**src/rtl/hs_pkg.sv**
```systemverilog
// Shared constants and helpers for the buffered valid/ready handshake source.
package hs_pkg;

    localparam int MODE_STROBE = 0;
    localparam int MODE_CHANGE = 1;

    // Occupancy counter must represent 0..depth inclusive.
    function automatic int cnt_w(input int depth);
        return $clog2(depth + 1);
    endfunction

endpackage

```
**src/rtl/handshake_master_fifo_if.sv**
```systemverilog
// Producer/consumer/status bundle of the buffered handshake source.
interface handshake_master_fifo_if
    import hs_pkg::*;
#(
    parameter int DATA_W = 8,
    parameter int DEPTH  = 4
) ();
    localparam int CW = cnt_w(DEPTH);

    logic [DATA_W-1:0] data_in;
    logic              in_valid;
    logic              in_ready;
    logic              ready_inp;
    logic [DATA_W-1:0] data;
    logic              valid;
    logic [CW-1:0]     count;
    logic              full;
    logic              empty;
    logic              overflow;
    logic              clr_ovf;

    modport master (
        input  data_in, in_valid, ready_inp, clr_ovf,
        output in_ready, data, valid, count, full, empty, overflow
    );

    modport slave (
        output data_in, in_valid, ready_inp, clr_ovf,
        input  in_ready, data, valid, count, full, empty, overflow
    );

endinterface

```
**src/rtl/hs_sync_fifo.sv**
```systemverilog
// Synchronous FIFO storage: naturally wrapping pointers, occupancy count, unreset memory.
module hs_sync_fifo
    import hs_pkg::*;
#(
    parameter int DATA_W = 8,
    parameter int DEPTH  = 4,
    localparam int CW    = cnt_w(DEPTH),
    localparam int PW    = $clog2(DEPTH)
) (
    input  logic              clk,
    input  logic              rst,
    input  logic              push,
    input  logic              pop,
    input  logic [DATA_W-1:0] wdata,
    output logic [DATA_W-1:0] rdata,
    output logic [CW-1:0]     count
);
    logic [DATA_W-1:0] mem_r [DEPTH];
    logic [PW-1:0]     wr_ptr_r;
    logic [PW-1:0]     rd_ptr_r;
    logic [CW-1:0]     count_r;
    logic              push_ok_s;
    logic              pop_ok_s;

    assign push_ok_s = push && (count_r != CW'(DEPTH));
    assign pop_ok_s  = pop && (count_r != {CW{1'b0}});

    // Pointer and occupancy bookkeeping.
    always_ff @(posedge clk or posedge rst) begin
        if (rst) begin
            wr_ptr_r <= {PW{1'b0}};
            rd_ptr_r <= {PW{1'b0}};
            count_r  <= {CW{1'b0}};
        end else begin
            if (push_ok_s) wr_ptr_r <= wr_ptr_r + PW'(1);
            if (pop_ok_s)  rd_ptr_r <= rd_ptr_r + PW'(1);
            case ({push_ok_s, pop_ok_s})
                2'b10:   count_r <= count_r + CW'(1);
                2'b01:   count_r <= count_r - CW'(1);
                default: count_r <= count_r;
            endcase
        end
    end

    // Payload storage is left unreset.
    always_ff @(posedge clk) begin
        if (push_ok_s) mem_r[wr_ptr_r] <= wdata;
    end

    assign rdata = mem_r[rd_ptr_r];
    assign count = count_r;

endmodule

```
**src/rtl/handshake_master_fifo.sv**
```systemverilog
// Buffered valid/ready source: strobe or capture-on-change input, sticky overflow status.
module handshake_master_fifo
    import hs_pkg::*;
#(
    parameter int DATA_W = 8,
    parameter int DEPTH  = 4,
    parameter int MODE   = MODE_STROBE,
    localparam int CW    = cnt_w(DEPTH)
) (
    input  logic clk,
    input  logic rst,
    handshake_master_fifo_if.master bus
);
    logic [DATA_W-1:0] last_r;
    logic              ovf_r;
    logic [DATA_W-1:0] rdata_s;
    logic [CW-1:0]     count_s;
    logic              full_s;
    logic              empty_s;
    logic              change_s;
    logic              push_s;
    logic              drop_s;
    logic              pop_s;

    assign full_s  = (count_s == CW'(DEPTH));
    assign empty_s = (count_s == {CW{1'b0}});
    assign pop_s   = !empty_s && bus.ready_inp;

    // Capture decision uses registered fullness only, so a same-cycle pop never frees a slot.
    always_comb begin
        change_s = 1'b0;
        push_s   = 1'b0;
        drop_s   = 1'b0;
        if (MODE == MODE_CHANGE) begin
            change_s = (bus.data_in != last_r);
            push_s   = change_s && !full_s;
            drop_s   = change_s && full_s;
        end else begin
            push_s   = bus.in_valid && !full_s;
        end
    end

    // Last-captured value and sticky overflow; a new drop beats a clear.
    always_ff @(posedge clk or posedge rst) begin
        if (rst) begin
            last_r <= {DATA_W{1'b0}};
            ovf_r  <= 1'b0;
        end else begin
            if (change_s) last_r <= bus.data_in;
            if (drop_s) begin
                ovf_r <= 1'b1;
            end else if (bus.clr_ovf) begin
                ovf_r <= 1'b0;
            end
        end
    end

    hs_sync_fifo #(
        .DATA_W (DATA_W),
        .DEPTH  (DEPTH)
    ) u_fifo (
        .clk   (clk),
        .rst   (rst),
        .push  (push_s),
        .pop   (pop_s),
        .wdata (bus.data_in),
        .rdata (rdata_s),
        .count (count_s)
    );

    assign bus.data     = empty_s ? {DATA_W{1'b0}} : rdata_s;
    assign bus.valid    = !empty_s;
    assign bus.in_ready = !full_s;
    assign bus.count    = count_s;
    assign bus.full     = full_s;
    assign bus.empty    = empty_s;
    assign bus.overflow = ovf_r;

endmodule

```
**src/flat_wrapper.sv**
```systemverilog
// flat-port wrapper written by rule: the top's interface ports become plain ports
module handshake_master_fifo_flat import hs_pkg::*;
#(
    parameter int DATA_W = 8,
    parameter int DEPTH  = 4,
    parameter int MODE   = MODE_STROBE,
    localparam int CW    = cnt_w(DEPTH)
)
  (clk, rst, bus_data_in, bus_in_valid, bus_ready_inp, bus_clr_ovf, bus_in_ready, bus_data, bus_valid, bus_count, bus_full, bus_empty, bus_overflow);
  handshake_master_fifo_if #(.DATA_W(DATA_W), .DEPTH(DEPTH)) bus_i ();
  input  logic clk;
  input  logic rst;
  input wire logic [$bits(bus_i.data_in)-1:0] bus_data_in;
  input wire logic [$bits(bus_i.in_valid)-1:0] bus_in_valid;
  input wire logic [$bits(bus_i.ready_inp)-1:0] bus_ready_inp;
  input wire logic [$bits(bus_i.clr_ovf)-1:0] bus_clr_ovf;
  output wire logic [$bits(bus_i.in_ready)-1:0] bus_in_ready;
  output wire logic [$bits(bus_i.data)-1:0] bus_data;
  output wire logic [$bits(bus_i.valid)-1:0] bus_valid;
  output wire logic [$bits(bus_i.count)-1:0] bus_count;
  output wire logic [$bits(bus_i.full)-1:0] bus_full;
  output wire logic [$bits(bus_i.empty)-1:0] bus_empty;
  output wire logic [$bits(bus_i.overflow)-1:0] bus_overflow;
  assign bus_i.data_in = bus_data_in;
  assign bus_i.in_valid = bus_in_valid;
  assign bus_i.ready_inp = bus_ready_inp;
  assign bus_i.clr_ovf = bus_clr_ovf;
  assign bus_in_ready = bus_i.in_ready;
  assign bus_data = bus_i.data;
  assign bus_valid = bus_i.valid;
  assign bus_count = bus_i.count;
  assign bus_full = bus_i.full;
  assign bus_empty = bus_i.empty;
  assign bus_overflow = bus_i.overflow;
  handshake_master_fifo #(.DATA_W(DATA_W), .DEPTH(DEPTH), .MODE(MODE)) u_core (.clk(clk), .rst(rst), .bus(bus_i));
endmodule
```
**config.mk**
```make
export PLATFORM = sky130hd
export DESIGN_NAME = handshake_master_fifo_flat
export DESIGN_NICKNAME = d
export VERILOG_FILES = /design/src/rtl/hs_pkg.sv /design/src/rtl/handshake_master_fifo_if.sv /design/src/rtl/hs_sync_fifo.sv /design/src/rtl/handshake_master_fifo.sv /design/src/flat_wrapper.sv
export SDC_FILE = /design/constraint.sdc
export NUM_CORES = 1
export LEC_CHECK = 0
export CAP_MARGIN = 25
export CORE_MARGIN = 3
export CORE_UTILIZATION = 40
export CTS_CLUSTER_SIZE = 40
export DETAILED_ROUTE_END_ITERATION = 10
export GPL_TIMING_DRIVEN = 1
export PLACE_DENSITY = 0.73
export SYNTH_ARGS = -nofsm -noshare
export SYNTH_HDL_FRONTEND = slang
export SYNTH_SLANG_ARGS = --single-unit
```
**constraint.sdc**
```tcl
create_clock -name clk -period 5.4 [get_ports clk]
set_clock_uncertainty 0.2 [all_clocks]
set_input_delay 0.81 -clock clk [delete_from_list [all_inputs] [get_ports clk]]
set_output_delay 0.81 -clock clk [all_outputs]
set_load 0.01 [all_outputs]
```
==> results of run 1 <==
[cell usage after synthesis, types with 2 or more instances]
master / count
and2_1: 13
ha_1: 5
mux4_2: 8
nand3_1: 2
inv_1: 8
dfrtp_1: 7
edfxtp_1: 32
xor2_1: 3
xnor2_1: 3
[cell usage in the layout (no fill, tap or decap), drive strengths merged, types with 2 or more instances in the layout]
cell and count:
and2 13, clkbuf 5, clkdlybuf4s50 26, clkinv 2
dfrtp 7, edfxtp 32, ha 5, inv 9
mux4 8, nand3 2, xnor2 3, xor2 3
[worst paths after layout]
path,start,to,depth (start not counted)
max,u_core.u_fifo.rd_ptr_r[0]$_DFFE_PP0P_,bus_data[3],3
min,u_core.u_fifo.count[2]$_DFFE_PP0P_,u_core.u_fifo.count[2]$_DFFE_PP0P_,1
max reg2reg,u_core.u_fifo.count[0]$_DFFE_PP0P_,u_core.u_fifo.count[2]$_DFFE_PP0P_,8
min reg2reg,u_core.u_fifo.count[2]$_DFFE_PP0P_,u_core.u_fifo.count[2]$_DFFE_PP0P_,1
max in group asynchronous,rst,u_core.u_fifo.rd_ptr_r[1]$_DFFE_PP0P_,2
min in group asynchronous,rst,u_core.u_fifo.wr_ptr_r[0]$_DFFE_PP0P_,2
[final cells by class]
type | count | area share (%)
Multi-Input combinational cell | 41 | 22.18
Clock buffer | 5 | 3.352
Timing Repair Buffer | 26 | 12.68
Sequential cell | 39 | 55.33
Tap cell | 48 | 2.925
Inverter | 9 | 1.645
Clock inverter | 3 | 1.889
[cell families after synthesis]
kind of cell | Yosys count | share of synthesized area (%)
other | 1 | 0.2269
adders and majority gates | 6 | 4.996
muxes | 10 | 12.19
buffers and inverters | 13 | 3.709
xor gates and xnor gates | 6 | 3.180
and+or+nand+nor | 18 | 6.964
DFF | 39 | 68.74
[state kept, by name, indices dropped and copies added, names as in the netlist]
name and cells:
u_core.u_fifo.count 3, u_core.u_fifo.mem_r 32, u_core.u_fifo.rd_ptr_r 2, u_core.u_fifo.wr_ptr_r 2
[stage by stage]
step | utilization [%] | area (um^2) | setup WS, ps
detailed placement | 50.85 | 1946 | 2407
CTS | 53.66 | 2053 | 2113
global route | 53.66 | 2053 | 2011
global placement | 50.85 | 1946 | 2442
floorplan | - | 1653 | 3175
finish | 53.66 | 2053 | 2177
[power by group through the flow]
stage / combinational, mW / clock (mW) / sequential, mW
finish: 0.432 / 0.226 / 0.471
global route: 0.475 / 0.251 / 0.485
detailed placement: 0.439 / 0 / 0.482
global placement: 0.432 / 0 / 0.475
CTS: 0.442 / 0.232 / 0.475
floorplan: 0.288 / 0 / 0.443
[layer usage]
metal  vias up  part of all wire [%]  track usage, %
li1        388                     -               -
met1       421                    39           13.92
met2        22                    55           20.79
met3         2                   4.9           3.885
met4         0                  0.51           2.553
met5         -                     0               0
==> qor.csv, run 1 <==
stage,metric,value,unit
clock_tree,CTS H-tree lvls,2,
die,FP Rows,22,
worst_hold_path,Hold Crit Class,reg -> reg,
power,worst ir drop on vdd,279.7,uV
logic_synthesis,Cell variety after synth,21,
clock_tree,"Hold-fix buffers, CTS",0,
finish,fillers,311,
finish,Multi-input gate area,455.4,um^2
global_routing,total grt overflow,0,
place,placed cells,163,
timing,Max transition margin,61.13,%
timing,Hold Worst Slack,318.1,ps
worst_setup_path,CP arrival,2210,ps
logic_synthesis,asr flop ratio synth,17.95,%
drt,drt total wl,2563,um
power,sequential fraction of design power,41.7,%
worst_setup_path,Reg2Reg Setup Slack,3040,ps
place,dpl hpwl,1768,um
logic_synthesis,dominant synthesized flop cell,edfxtp_1,
logic_synthesis,part of the Yosys area used for sequential elements,68.74,%
power,net load switching power,328.0,uW
power,Tot Pwr,1.129,mW
logic_synthesis,share of the synthesized area in the top cell type,58.14,%
die,I/O pin total,29,
power,P per Cell Area,549.9,mW/mm^2
finish,Area Growth Syn to Fin,24.22,%
clock_tree,"Clk pin slew, worst setup/hold paths",70,ps
timing,Pins Over Slew Limit,0,
worst_setup_path,Worst setup EP type,primary output,
finish,# nets final,141,
clock_tree,worst-skew pair later-pin latency,280,ps
finish,share of cells above drive strength 1,13.82,%
die,die width,70.28,um
worst_setup_path,critical path's slowest cell,dfrtp_1,
power,leakage power,0.7595,nW
place,gpl congestion,0.7477,
global_routing,antenna violations before repair,0,
logic_synthesis,Synth warnings,0,
clock_tree,Num CTS Buffers,5,
clock_tree,post-cts resize count,0,
worst_setup_path,Worst EP required,4390,ps
drt,drt drc,0,
power,Logic pwr share,38.2,%
logic_synthesis,leading area contributor after synthesis,edfxtp_1,
finish,Storage cell area,0.001136,mm^2
drt,ANT nets after route,0,
timing,fmax,310.2,MHz
timing,Worst Max-Slew Pin Slew,583.1,ps
logic_synthesis,top post-synthesis cells by area,"edfxtp_1 58%, mux4_2 11%, dfrtp_1 11%",
drt,vias per std cell,4.871,
clock_tree,CTS sink count,39,
power,Int Power,801.1,uW
flow_run,max-cap violations,0,
clock_tree,"Setup Fix Bufs, Post-CTS",0,
global_routing,Tot GR Track Use,11.79,%
timing,post-route fraction of the period consumed by the critical path,59.69,%
worst_setup_path,CP Cell Sequence,"mux4_2, and2_1, clkdlybuf4s50_1",
logic_synthesis,cell area after synthesis,0.001653,mm^2
timing,post-route minimum period,3223,ps
timing,Final Hold Vio Count,0,
worst_setup_path,crit start category,register,
drt,DR iter-0 viols,65,
worst_setup_path,Buffers & Inverters on Critical Path,1,
global_routing,first-pass GRT wire length,4409,um
clock_tree,Clock Tree Root,clkbuf_8,
timing,RSZ-0062 raised after global routing,false,
finish,antenna cells,0,
clock_tree,clock buffer depth,2,
worst_setup_path,crit-path leading delay family,flip-flops,
clock_tree,CTS tree,done,
drt,via count,833,
timing,TNS Setup,0,ps
logic_synthesis,"EDFF count, synth",32,
power,Switching Share,29.05,%
worst_setup_path,worst stage delay on the critical path,720,ps
logic_synthesis,Syn Inst Count,93,
worst_setup_path,CP Class,reg -> out,
global_routing,vias in the first global route,885,
timing,final setup violating endpoints,0,
worst_setup_path,Worst Path Max Fanout,10,
drt,detail-routed net length per standard cell,14.99,um
die,die extent in y,70.28,um
run_status,status,"finished, final reports clean",
drt,Pre-antenna DRT Iters,4,
logic_synthesis,syn_nets,112,
logic_synthesis,post-synthesis register bit count,39,
place,port bufs,26,
logic_synthesis,Mean Syn Cell Area,17.77,um^2
finish,"non-filler cells, final",171,
die,die area,0.004939,mm^2
power,Clock power frac,20.0,%
global_routing,largest net degree at the start of global routing,13,
die,core area,0.003826,mm^2
die,Initial Util,43.20,%
Power figures use the tool's default switching activity.
==> inputs of run 2 (changes only) <==
==> constraint.sdc (replaced) <==
create_clock -name clk -period 3 [get_ports clk]
set_clock_uncertainty 0.2 [all_clocks]
set_input_delay 0.45 -clock clk [delete_from_list [all_inputs] [get_ports clk]]
set_output_delay 0.45 -clock clk [all_outputs]
set_load 0.01 [all_outputs]
==> qor.csv, run 2 (synthesis results as in run 1) <==
stage,metric,value,unit
drt,DR iter-0 viols,28,
global_routing,first-pass GRT wire length,4422,um
clock_tree,clock buffer depth,2,
flow_run,max-cap violations,0,
finish,"most common cell after layout, fill and taps aside",edfxtp_1,
timing,final setup violating endpoints,0,
die,FP Rows,22,
drt,drt drc,0,
clock_tree,CTS tree,done,
clock_tree,Clock Tree Root,clkbuf_8,
finish,final core occ,53.47,%
clock_tree,CTS H-tree lvls,2,
place,port bufs,26,
drt,Pre-antenna DRT Iters,4,
drt,ANT nets after route,0,
clock_tree,Num CTS Buffers,5,
finish,antenna cells,0,
worst_setup_path,CP arrival,1980,ps
drt,detail-routed net length per standard cell,15.18,um
run_status,status,"finished, final reports clean",
die,core area,0.003826,mm^2
global_routing,largest net degree at the start of global routing,13,
die,Initial Util,43.20,%
finish,max reg flops,32,
place,placed instance area,0.001961,mm^2
worst_setup_path,critical path's slowest cell,or3_1,
worst_setup_path,Worst setup EP type,primary output,
timing,Final Hold Vio Count,0,
die,die width,70.28,um
worst_setup_path,Worst Path Max Fanout,12,
global_routing,antenna violations before repair,0,
drt,via count,832,
power,Tot Pwr,1.987,mW
worst_setup_path,CP Cell Sequence,"or3_1, and2_1, clkdlybuf4s50_1",
die,die extent in y,70.28,um
timing,post-route minimum period,2629,ps
worst_setup_path,CP Class,reg -> out,
timing,RSZ-0062 raised after global routing,false,
finish,share of cells above drive strength 1,15.20,%
finish,fillers,312,
die,I/O pin total,29,
timing,fmax,380.3,MHz
power,leakage power,0.7547,nW
power,worst ir drop on vdd,446.5,uV
finish,largest register by flop count,u_core.u_fifo.mem_r,
place,dpl hpwl,1770,um
clock_tree,worst-skew pair later-pin latency,290,ps
global_routing,total grt overflow,0,
worst_setup_path,crit start category,register,
clock_tree,"Hold-fix buffers, CTS",0,
clock_tree,"Clk pin slew, worst setup/hold paths",70,ps
finish,post-route design area,0.002046,mm^2
finish,# nets final,143,
worst_setup_path,worst stage delay on the critical path,580,ps
place,gpl congestion,0.6907,
clock_tree,"Setup Fix Bufs, Post-CTS",0,
drt,drt total wl,2626,um
power,P per Cell Area,971.3,mW/mm^2
worst_setup_path,Worst EP required,2350,ps
global_routing,vias in the first global route,906,
timing,post-route fraction of the period consumed by the critical path,87.65,%
timing,TNS Setup,0,ps
drt,vias per std cell,4.809,
timing,Pins Over Slew Limit,0,
finish,"commonest cells after routing, fill and taps aside","32 x edfxtp_1, 26 x clkdlybuf4s50_1, 13 x and2_1",
global_routing,Tot GR Track Use,12.14,%
finish,Area Growth Syn to Fin,23.77,%
worst_hold_path,Hold Crit Class,in -> async,
clock_tree,post-cts resize count,0,
die,die area,0.004939,mm^2
clock_tree,CTS sink count,39,
[run 2: layout make-up]
type	instances	area, um^2	share of cell area, %
clock buffers	6	72.57	3.547
clock inverters	2	12.51	0.6116
inverters	9	33.78	1.651
multi-input cells	41	455.4	22.26
flip-flops and latches	39	1136	55.54
well taps	48	60.06	2.936
repair buffers	28	275.3	13.46
[run 2: critical path, delay by kind of cell, from the launching register on]
| kind | cells | cell delay, ps |
|---|---|---|
| simple gates | 2 | 810 |
| flops | 1 | 410 |
| buf+inv | 1 | 480 |
[run 2: path summary, 6_finish.rpt]
| path | from | to | slack [ps] | depth (start not counted) |
|---|---|---|---|---|
| hold reg to reg | u_core.u_fifo.count[0]$_DFFE_PP0P_ | u_core.u_fifo.count[0]$_DFFE_PP0P_ | 320 | 1 |
| hold / removal | rst | u_core.u_fifo.wr_ptr_r[0]$_DFFE_PP0P_ | 190 | 2 |
| min in group clk | u_core.u_fifo.count[0]$_DFFE_PP0P_ | u_core.u_fifo.count[0]$_DFFE_PP0P_ | 320 | 1 |
| setup reg to reg | u_core.u_fifo.count[0]$_DFFE_PP0P_ | u_core.u_fifo.count[2]$_DFFE_PP0P_ | 620 | 8 |
| max in group asynchronous | rst | u_core.u_fifo.rd_ptr_r[0]$_DFFE_PP0P_ | 2190 | 2 |
| setup / recovery | u_core.u_fifo.count[0]$_DFFE_PP0P_ | bus_data[0] | 370 | 3 |
[run 2: power breakdown]
part           switching (mW)  internal, mW  total [mW]
Combinational           0.354         0.484       0.838
Clock                   0.175         0.162       0.337
Sequential             0.0765         0.735       0.812
Total                   0.605          1.38        1.99
[run 2: routing by layer]
layer | track usage (%) | up-vias | wire length [um]
met1 | 14.90 | 406 | 1097
met5 | 0 | - | 0
met2 | 19.02 | 28 | 1319
li1 | - | 391 | -
met4 | 6.383 | 0 | 58
met3 | 3.885 | 7 | 150
[run 2: through the flow]
step | hold WS [ps] | setup WS (ps) | std cells
3_3_place_gp | 303.6 | 577.8 | 165
2_1_floorplan | 53.40 | 831.9 | 93
4_1_cts | 200.8 | 335.5 | 173
5_1_grt | 231.4 | 269.5 | 173
3_5_place_dp | 303.2 | 585.7 | 165
6_report | 191.2 | 370.6 | 173
==> inputs of run 3 (changes only) <==
==> constraint.sdc (replaced) <==
create_clock -name clk -period 3 [get_ports clk]
set_clock_uncertainty 0.2 [all_clocks]
set_input_delay 0.6 -clock clk [delete_from_list [all_inputs] [get_ports clk]]
set_output_delay 0.6 -clock clk [all_outputs]
set_load 0.01 [all_outputs]
==> qor.csv, run 3 (synthesis results as in run 1) <==
stage,metric,value,unit
place,gpl congestion,0.6911,
clock_tree,"Clk pin slew, worst setup/hold paths",70,ps
finish,Area Growth Syn to Fin,23.77,%
die,FP Rows,22,
clock_tree,CTS tree,done,
clock_tree,worst-skew pair later-pin latency,290,ps
power,leakage power,0.7547,nW
timing,Hold Worst Slack,317.0,ps
worst_setup_path,Worst EP required,2200,ps
worst_setup_path,critical path's slowest cell,or3_1,
worst_setup_path,Worst Path Max Fanout,12,
finish,final core occ,53.47,%
global_routing,antenna violations before repair,0,
clock_tree,"Hold-fix buffers, CTS",0,
timing,TNS Setup,0,ps
global_routing,first-pass GRT wire length,4519,um
worst_setup_path,Worst setup EP type,primary output,
clock_tree,Clock Tree Root,clkbuf_8,
place,port bufs,26,
finish,Storage cell area,0.001136,mm^2
drt,detail-routed net length per standard cell,15.38,um
power,worst ir drop on vdd,505.9,uV
clock_tree,clock buffer depth,2,
timing,Pins Over Slew Limit,0,
worst_setup_path,Reg2Reg Setup Slack,610,ps
timing,fmax,357.9,MHz
power,sequential fraction of design power,41.0,%
power,Clock power frac,16.8,%
power,P per Cell Area,975.8,mW/mm^2
finish,antenna cells,0,
worst_setup_path,worst r2r src,u_core.u_fifo.count[0]$_DFFE_PP0P_,
finish,# nets final,143,
clock_tree,post-cts resize count,0,
run_status,status,"finished, final reports clean",
worst_setup_path,CP arrival,1990,ps
timing,final setup violating endpoints,0,
finish,fillers,322,
clock_tree,CTS H-tree lvls,2,
power,Tot Pwr,1.996,mW
worst_setup_path,CP Class,reg -> out,
power,net load switching power,614.1,uW
finish,Multi-input gate area,455.4,um^2
die,die area,0.004939,mm^2
place,placed cells,165,
worst_setup_path,crit start category,register,
power,Int Power,1.382,mW
power,Switching Share,30.77,%
clock_tree,"Setup Fix Bufs, Post-CTS",0,
flow_run,max-cap violations,0,
finish,"commonest cells after routing, fill and taps aside","32 x edfxtp_1, 26 x clkdlybuf4s50_1, 13 x and2_1",
die,die extent in y,70.28,um
timing,RSZ-0062 raised after global routing,false,
die,I/O pin total,29,
die,die width,70.28,um
die,Initial Util,43.20,%
drt,Pre-antenna DRT Iters,4,
clock_tree,CTS sink count,39,
power,Logic pwr share,42.2,%
global_routing,largest net degree at the start of global routing,13,
finish,"most common cell after layout, fill and taps aside",edfxtp_1,
drt,DR iter-0 viols,56,
drt,via count,826,
global_routing,Tot GR Track Use,12.37,%
finish,share of cells above drive strength 1,15.20,%
finish,"non-filler cells, final",173,
timing,post-route minimum period,2794,ps
drt,drt total wl,2660,um
global_routing,vias in the first global route,917,
worst_setup_path,worst stage delay on the critical path,580,ps
drt,vias per std cell,4.775,
worst_setup_path,Reg-to-Reg End,u_core.u_fifo.count[2]$_DFFE_PP0P_,
finish,max reg flops,32,
worst_setup_path,CP Cell Sequence,"or3_1, and2_1, clkdlybuf4s50_1",
timing,post-route fraction of the period consumed by the critical path,93.14,%
drt,ANT nets after route,0,
die,core area,0.003826,mm^2
worst_hold_path,Hold Crit Class,reg -> reg,
worst_setup_path,worst setup path start,u_core.u_fifo.count[0]$_DFFE_PP0P_,
worst_setup_path,path depth of the worst reg2reg path,8,
timing,Final Hold Vio Count,0,
drt,drt drc,0,
finish,largest register by flop count,u_core.u_fifo.mem_r,
worst_setup_path,Critical Path End,bus_data[3],
global_routing,total grt overflow,0,
clock_tree,Num CTS Buffers,5,
## run 3: cell counts in the layout (fill, tap and decap cells not counted)
No cell type changed its count.
## run 3: power by group through the flow
stage	clock network [mW]	registers, mW	logic [mW]
finish	0.336	0.818	0.843
floorplan	0	0.797	0.518
detailed placement	0	0.832	0.858
CTS	0.348	0.820	0.862
global placement	0	0.819	0.835
global route	0.372	0.834	0.932
## run 3: cell type report
type	instances	share of cell area (%)
Clock inverter	2	0.6116
Tap cell	48	2.936
Clock buffer	6	3.547
Multi-Input combinational cell	41	22.26
Inverter	9	1.651
Sequential cell	39	55.54
Timing Repair Buffer	28	13.46
## run 3: per-stage QoR
step	worst slack, ps	cell area (um^2)
after floorplan	831.9	1653
after global placement	427.3	1961
after detailed placement	415.7	1961
after CTS	176.6	2046
after global routing	111.3	2046
final	205.8	2046
## run 3: worst max-delay path: cells and delay by family, from the launching register on
family                 cells  cell delay [ps]
flip-flops                 1              420
AND/OR/NAND/NOR            2              810
buffers and inverters      1              470
## run 3: layer usage
| metal | share of wire, % | wire [um] | vias up | GRT usage, % |
|---|---|---|---|---|
| met5 | 0 | 0 | - | 0 |
| met4 | 1.4 | 36 | 0 | 4.468 |
| met3 | 6.2 | 166 | 3 | 5.324 |
| met2 | 52 | 1390 | 27 | 20.06 |
| met1 | 40 | 1066 | 406 | 14.57 |
| li1 | - | - | 390 | - |
## run 3: worst min-delay path by stage
stage,startpoint,cells past startpoint,end
after global routing,u_core.u_fifo.count[2]$_DFFE_PP0P_,1,u_core.u_fifo.count[2]$_DFFE_PP0P_
after global placement,u_core.u_fifo.count[2]$_DFFE_PP0P_,1,u_core.u_fifo.count[2]$_DFFE_PP0P_
after CTS,u_core.u_fifo.count[2]$_DFFE_PP0P_,1,u_core.u_fifo.count[2]$_DFFE_PP0P_
after floorplan,rst,1,u_core.u_fifo.count[0]$_DFFE_PP0P_
final,u_core.u_fifo.count[2]$_DFFE_PP0P_,1,u_core.u_fifo.count[2]$_DFFE_PP0P_
after detailed placement,u_core.u_fifo.count[2]$_DFFE_PP0P_,1,u_core.u_fifo.count[2]$_DFFE_PP0P_
